===== config.mk =====
export PLATFORM = sky130hd
export DESIGN_NAME = cla_pipe_adder
export DESIGN_NICKNAME = d
export VERILOG_FILES = /design/src/rtl/cla_pipe_adder.sv
export SDC_FILE = /design/constraint.sdc
export NUM_CORES = 1
export LEC_CHECK = 0
export CAP_MARGIN = 10
export CORE_ASPECT_RATIO = 0.6
export CORE_MARGIN = 1
export CORE_UTILIZATION = 44
export DETAILED_ROUTE_END_ITERATION = 8
export PLACE_DENSITY_LB_ADDON = 0.08
export SLEW_MARGIN = 20
export SYNTH_ARGS = -nofsm -noshare
export SYNTH_HDL_FRONTEND = slang
export SYNTH_SLANG_ARGS = --single-unit

===== constraint.sdc =====
create_clock -name clk -period 1.75 [get_ports clk]
set_clock_uncertainty 0.2 [all_clocks]
set_input_delay 0.175 -clock clk [delete_from_list [all_inputs] [get_ports clk]]
set_output_delay 0.175 -clock clk [all_outputs]
set_load 0.05 [all_outputs]

===== src/rtl/cla_pipe_adder.sv =====
// rtl/cla_pipe_adder.sv - pipelined carry-lookahead adder/subtractor with valid/ready handshake
// Slice k adds bits [k*SW +: SW] in pipeline stage k; higher operand bits ride along until needed.
module cla_pipe_adder #(
  parameter int WIDTH  = 8,
  parameter int GROUP  = 4,
  parameter int STAGES = 2
) (
  input  logic             clk,
  input  logic             rst,
  input  logic             in_valid,
  output logic             in_ready,
  input  logic [WIDTH-1:0] a,
  input  logic [WIDTH-1:0] b,
  input  logic             cin,
  input  logic             sub,
  output logic             out_valid,
  input  logic             out_ready,
  output logic [WIDTH-1:0] sum,
  output logic             cout,
  output logic             ovf,
  output logic             zero
);

  localparam int SW = WIDTH / STAGES;
  localparam int NG = SW / GROUP;

  if ((STAGES < 1) || (WIDTH % (STAGES * GROUP) != 0)) begin : g_bad_params
    $error("cla_pipe_adder: WIDTH must be a multiple of STAGES*GROUP");
  end

  logic en;

  // Returns carry into every bit of the slice plus carry out (bit SW), in sum-of-products form.
  function automatic logic [SW:0] slice_carries(input logic [SW-1:0] x,
                                                input logic [SW-1:0] y,
                                                input logic ci);
    logic [SW-1:0] g, p;
    logic [NG-1:0] gg, pg;
    logic [NG:0]   cg;
    logic [SW:0]   c;
    logic          t, u;
    g = x & y;
    p = x ^ y;
    for (int j = 0; j < NG; j++) begin
      gg[j] = 1'b0;
      pg[j] = 1'b1;
      for (int i = 0; i < GROUP; i++) begin
        t = g[j*GROUP+i];
        for (int m = i + 1; m < GROUP; m++) t = t & p[j*GROUP+m];
        gg[j] = gg[j] | t;
        pg[j] = pg[j] & p[j*GROUP+i];
      end
    end
    for (int j = 0; j <= NG; j++) begin
      cg[j] = ci;
      for (int m = 0; m < j; m++) cg[j] = cg[j] & pg[m];
      for (int i = 0; i < j; i++) begin
        t = gg[i];
        for (int m = i + 1; m < j; m++) t = t & pg[m];
        cg[j] = cg[j] | t;
      end
    end
    c = '0;
    for (int j = 0; j < NG; j++) begin
      for (int k = 0; k < GROUP; k++) begin
        t = cg[j];
        for (int m = 0; m < k; m++) t = t & p[j*GROUP+m];
        for (int i = 0; i < k; i++) begin
          u = g[j*GROUP+i];
          for (int m = i + 1; m < k; m++) u = u & p[j*GROUP+m];
          t = t | u;
        end
        c[j*GROUP+k] = t;
      end
    end
    c[SW] = cg[NG];
    return c;
  endfunction

  for (genvar k = 0; k < STAGES; k++) begin : g_st
    localparam int REM = WIDTH - k * SW;
    localparam int SB  = (k + 1) * SW;

    logic [REM-1:0] a_in, b_in;
    logic           ci, v_in;
    logic [SW:0]    cc;
    logic [SW-1:0]  ss;
    logic [SB-1:0]  s_all, s_r;
    logic           v_r, c_r;

    if (k == 0) begin : g_first
      assign a_in  = a;
      assign b_in  = sub ? ~b : b;
      assign ci    = sub | cin;
      assign v_in  = in_valid;
      assign s_all = ss;
    end else begin : g_next
      assign a_in  = g_st[k-1].g_ops.a_r;
      assign b_in  = g_st[k-1].g_ops.b_r;
      assign ci    = g_st[k-1].c_r;
      assign v_in  = g_st[k-1].v_r;
      assign s_all = {ss, g_st[k-1].s_r};
    end

    assign cc = slice_carries(a_in[SW-1:0], b_in[SW-1:0], ci);
    assign ss = a_in[SW-1:0] ^ b_in[SW-1:0] ^ cc[SW-1:0];

    always_ff @(posedge clk or posedge rst) begin
      if (rst) begin
        v_r <= 1'b0;
        c_r <= 1'b0;
        s_r <= '0;
      end else if (en) begin
        v_r <= v_in;
        c_r <= cc[SW];
        s_r <= s_all;
      end
    end

    if (k < STAGES - 1) begin : g_ops
      logic [REM-SW-1:0] a_r, b_r;
      always_ff @(posedge clk or posedge rst) begin
        if (rst) begin
          a_r <= '0;
          b_r <= '0;
        end else if (en) begin
          a_r <= a_in[REM-1:SW];
          b_r <= b_in[REM-1:SW];
        end
      end
    end else begin : g_flags
      logic ovf_r, zero_r;
      always_ff @(posedge clk or posedge rst) begin
        if (rst) begin
          ovf_r  <= 1'b0;
          zero_r <= 1'b0;
        end else if (en) begin
          ovf_r  <= cc[SW] ^ cc[SW-1];
          zero_r <= (s_all == '0);
        end
      end
    end
  end

  // Whole pipe advances in lockstep; a stalled output freezes every stage.
  assign en        = !out_valid || out_ready;
  assign in_ready  = en;
  assign out_valid = g_st[STAGES-1].v_r;
  assign sum       = g_st[STAGES-1].s_r;
  assign cout      = g_st[STAGES-1].c_r;
  assign ovf       = g_st[STAGES-1].g_flags.ovf_r;
  assign zero      = g_st[STAGES-1].g_flags.zero_r;

endmodule


==> implementation parameters <==
Parameter                              Value

Outcome
  Status ... finished with violations
  Failing checks ... negative setup slack

Pwr
  Combinational group share of total power ... 47.3%
  Sum of internal, switching and leakage power ... 2.59 mW
  Leakage power figure ... 0.942 nW
  Switching power total ... 1.03 mW
  Design internal power ... 1.56 mW
  Max IR drop VDD ... 0.618 mV
  Net switching fraction of the power ... 39.7%
  Portion of total power attributed to sequential cells ... 33.7%
  Share of total power in the clock network ... 19.0%
  Power Density ... 1290 mW/mm2

Timing
  Measured slew at the worst slew-check pin ... 0.339 ns
  Final critical-path setup slack ... -0.0939 ns
  Final max-slew violation count ... 0
  Final period utilization ... 105%
  Final min period ... 1.84 ns
  Slew Limit Headroom ... 77.4%
  Highest clock frequency the design can meet ... 542 MHz
  Setup violators final ... 3
  Setup repair after global routing missed its margin ... true
  Hold Vio Cnt, Final ... 0

Clock network
  Clock tree from TritonCTS ... built
  CTS clock-pin slew for the worst setup and hold paths ... 0.09 ns
  Bufs on Longest Clock Path ... 2
  H-tree depth ... 1
  Count of hold buffers inserted by post-cts repair ... 0
  Total CTS buffers ... 3
  Root Buffer Master ... clkbuf_8
  Worst-Skew Late Latency ... 0.27 ns
  Number of clock sinks ... 26

Global routing
  Overall global routing resource usage ... 18.6%
  GR met3 Demand/Resource ... 5.53%
  Number of antenna violations at the first check in global routing ... 0
  Most heavily used metal layer in global routing ... met2
  Total congestion overflow after global routing ... 0
  Met1 track utilization from global routing ... 24.7%
  First-pass GRT wire length ... 4660 um
  Met2 Resource Use GR ... 30.0%
  Number of global-route vias before repair ... 1084
  Largest net degree at the start of global routing ... 27

Setup path
  Critical-path cell with the highest stage delay ... dfrtp_1
  Critical Path Source Type ... flop
  Worst path bufs/invs ... 0
  Worst path top cell family by delay ... compound AO/OA/AOI/OAI gates
  Critical Path RT ... 1.71 ns
  Data arrival time at the worst-slack endpoint ... 1.80 ns
  Crit path largest cell delay ... 0.42 ns
  Endpoint class of the critical path ... flop
  Start-to-end type of the worst setup path ... flop to flop
  Ordered list of cells on the worst path ... ha_4 > a21oi_4 > a21oi_2 > a2111oi_4 > mux2_1
  Worst-path maximum fanout ... 3

Detailed routing
  Violation count after the first detailed-route iteration ... 69
  Antenna viol nets, final ... 0
  Total via count after detailed routing ... 1116
  Average wire per cell in the routed design ... 11.9 um
  Number of iterations in the first detailed-routing pass ... 4
  DRC violation count after routing ... 0
  Via density ... 4.67
  Detailed-route wire length ... 2850 um

Synth
  Share of the yosys chip area belonging to registers ... 45.9%
  Share of synthesized flip-flops with an asynchronous set or reset ... 100%
  Number of synthesized flops with an enable pin ... 0
  Most repeated cell in the gate-level netlist after synthesis ... nand2_1
  Proportion of synthesized area in mux cells ... 0.794%
  Top flip-flop cell by instance count after synthesis ... dfrtp_1
  Share of the synthesized area in the top cell type ... 45.9%
  Synthesized instance count ... 149
  Net Count, Synth ... 183
  Commonest cells post-synth ... 41 x nand2_1, 26 x dfrtp_1, 10 x a21oi_1, 10 x ha_1, 10 x o21ai_0
  Cell type with the highest aggregate area in the netlist ... dfrtp_1
  Largest family of logic cells by synthesized area ... simple AND/OR/NAND/NOR gates
  Xor and xnor fraction of the mapped netlist area ... 8.64%
  Post-synthesis sequential element count ... 26
  Average cell area after synthesis ... 9.52 um2
  Dominant cells by area after synthesis ... dfrtp_1 46%, nand2_1 11%, ha_1 8.8%
  Adder-Cell Fraction of Synth Area ... 11.6%
  Count of unique library cells instantiated by Yosys ... 25
  Yosys warnings ... 0
  Cell area after synthesis ... 0.00142 mm2
  Synth Area in Compound Gates ... 12.2%
  Synthesized-area fraction occupied by and/or/nand/nor cells ... 17.6%

Layout
  Filler cells ... 260
  Count of antenna diodes in the layout ... 0
  Area Overhead vs Synth ... 41.1%
  Final std cells w/o fill ... 239
  Layout net count ... 232
  Share of layout cells above drive strength 1 ... 23.9%
  Utilization after layout ... 67.5%

Place
  HPWL after DPL ... 2220 um
  Cell count after placement ... 235
  IO buf count ... 34
  Placer Congestion ... 0.809

Floorplan
  Core footprint ... 0.00297 mm2
  # IOs ... 35
  Number of cell rows ... 15
  Floorplan die height ... 46.0 um
  Die area ... 0.00346 mm2
  Die width ... 75.3 um
  Initial standard-cell utilization of the core ... 47.8%

Flow run
  Maximum Capacitance Violations ... 0

Hold path
  Path category of the worst min-delay check ... primary input to asynchronous set/reset pin
## state kept, by name, summed over array words and instances, names as in the netlist
signal          flops
sum                 8
g_st.g_ops.a_r      4
g_st.g_ops.b_r      4
g_st.s_r            4
cout                1
g_st.c_r            1
g_st.v_r            1
out_valid           1
ovf                 1
zero                1
## area by class of cell
type	count	area [um2]	area share, %
multi-input combinational	112	782	39.1
inverter	5	18.8	0.938
timing repair buffer	50	425	21.3
clock buffer	3	41.3	2.06
sequential	26	652	32.6
tap	42	52.6	2.63
clock inverter	1	30.0	1.50
## cells in the final DEF (no fill, tap or decap), drive strengths merged
master / netlist / final
o211ai: 3 / 3
nor2: 8 / 8
a21oi: 10 / 10
or4: 1 / 1
clkdlybuf4s50: 0 / 19
o21ai: 11 / 11
fa: 2 / 2
a41o: 1 / 1
nor2b: 1 / 1
a21boi: 1 / 1
clkbuf: 2 / 3
xnor2: 9 / 9
nor3: 1 / 1
xor2: 5 / 5
a2111oi: 1 / 1
mux2: 1 / 1
nand2: 41 / 41
and2: 1 / 1
nand3: 1 / 1
bufinv: 0 / 1
nand2b: 3 / 3
ha: 10 / 10
buf: 4 / 29
inv: 5 / 5
dlygate4sd2: 0 / 2
dfrtp: 26 / 26
or2: 1 / 1
## per-layer routing
metal / routed length [um] / vias to the layer above
met3: 194 / 2
met5: 0 / -
met4: 8 / 0
met1: 1400 / 489
met2: 1240 / 36
li1: - / 589
## metrics by stage
step                setup slack, ns  hold WS (ns)  TNS (ns)  area [um2]
finish                      -0.0939        0.0594    -0.218        2000
CTS                         -0.0971        0.0740    -0.258        1970
detailed placement           -0.416         0.258     -2.03        1900
floorplan                  -0.00707        0.0149  -0.00707        1450
global route                 -0.175        0.0977    -0.494        2000
global placement             -0.339         0.247     -1.60        1900
## power groups by stage
| stage | logic (mW) | registers [mW] | clock network (mW) |
|---|---|---|---|
| after CTS | 1.19 | 0.869 | 0.509 |
| after detailed placement | 1.18 | 0.882 | 0 |
| after global placement | 1.16 | 0.876 | 0 |
| after floorplan | 0.446 | 1.22 | 0 |
| final | 1.22 | 0.873 | 0.492 |
| after global routing | 1.33 | 0.896 | 0.527 |
## final timing paths
| check | slack, ns | cells past startpoint | start | to |
|---|---|---|---|---|
| max reg2reg | -0.09 | 5 | g_st[0].g_ops.a_r[1] | ovf |
| max in group asynchronous | 1.02 | 3 | rst | out_valid |
| max | -0.09 | 5 | g_st[0].g_ops.a_r[1] | ovf |
| min reg2reg | 0.28 | 2 | sum[2] | sum[2] |
| min in group clk | 0.24 | 3 | a[5] | g_st[0].g_ops.a_r[1] |
| min | 0.06 | 3 | rst | out_valid |
## kinds of logic (layout without fill, tap and decap cells)
logic type	after synthesis	in the layout
AOI/OAI and AO/OA	27	27
xor gates and xnor gates	14	14
adders and majority gates	12	12
buffers and inverters	11	59
DFF	26	26
muxes	1	1
and+or+nand+nor	58	58
## what timing repair did
action	4_1_cts	5_1_grt
setup endpoints to repair	6	7
endpoints found under the hold margin	0	0
resized for setup	5	7
pin swaps	9	0
gates cloned	0	0
setup buffers	0	1
## tightest hold or removal path, delay by kind of cell
kind,cells,cell delay (ns)
buffers and inverters,3,0.77
No activity file was read; power rests on OpenSTA's default activity.
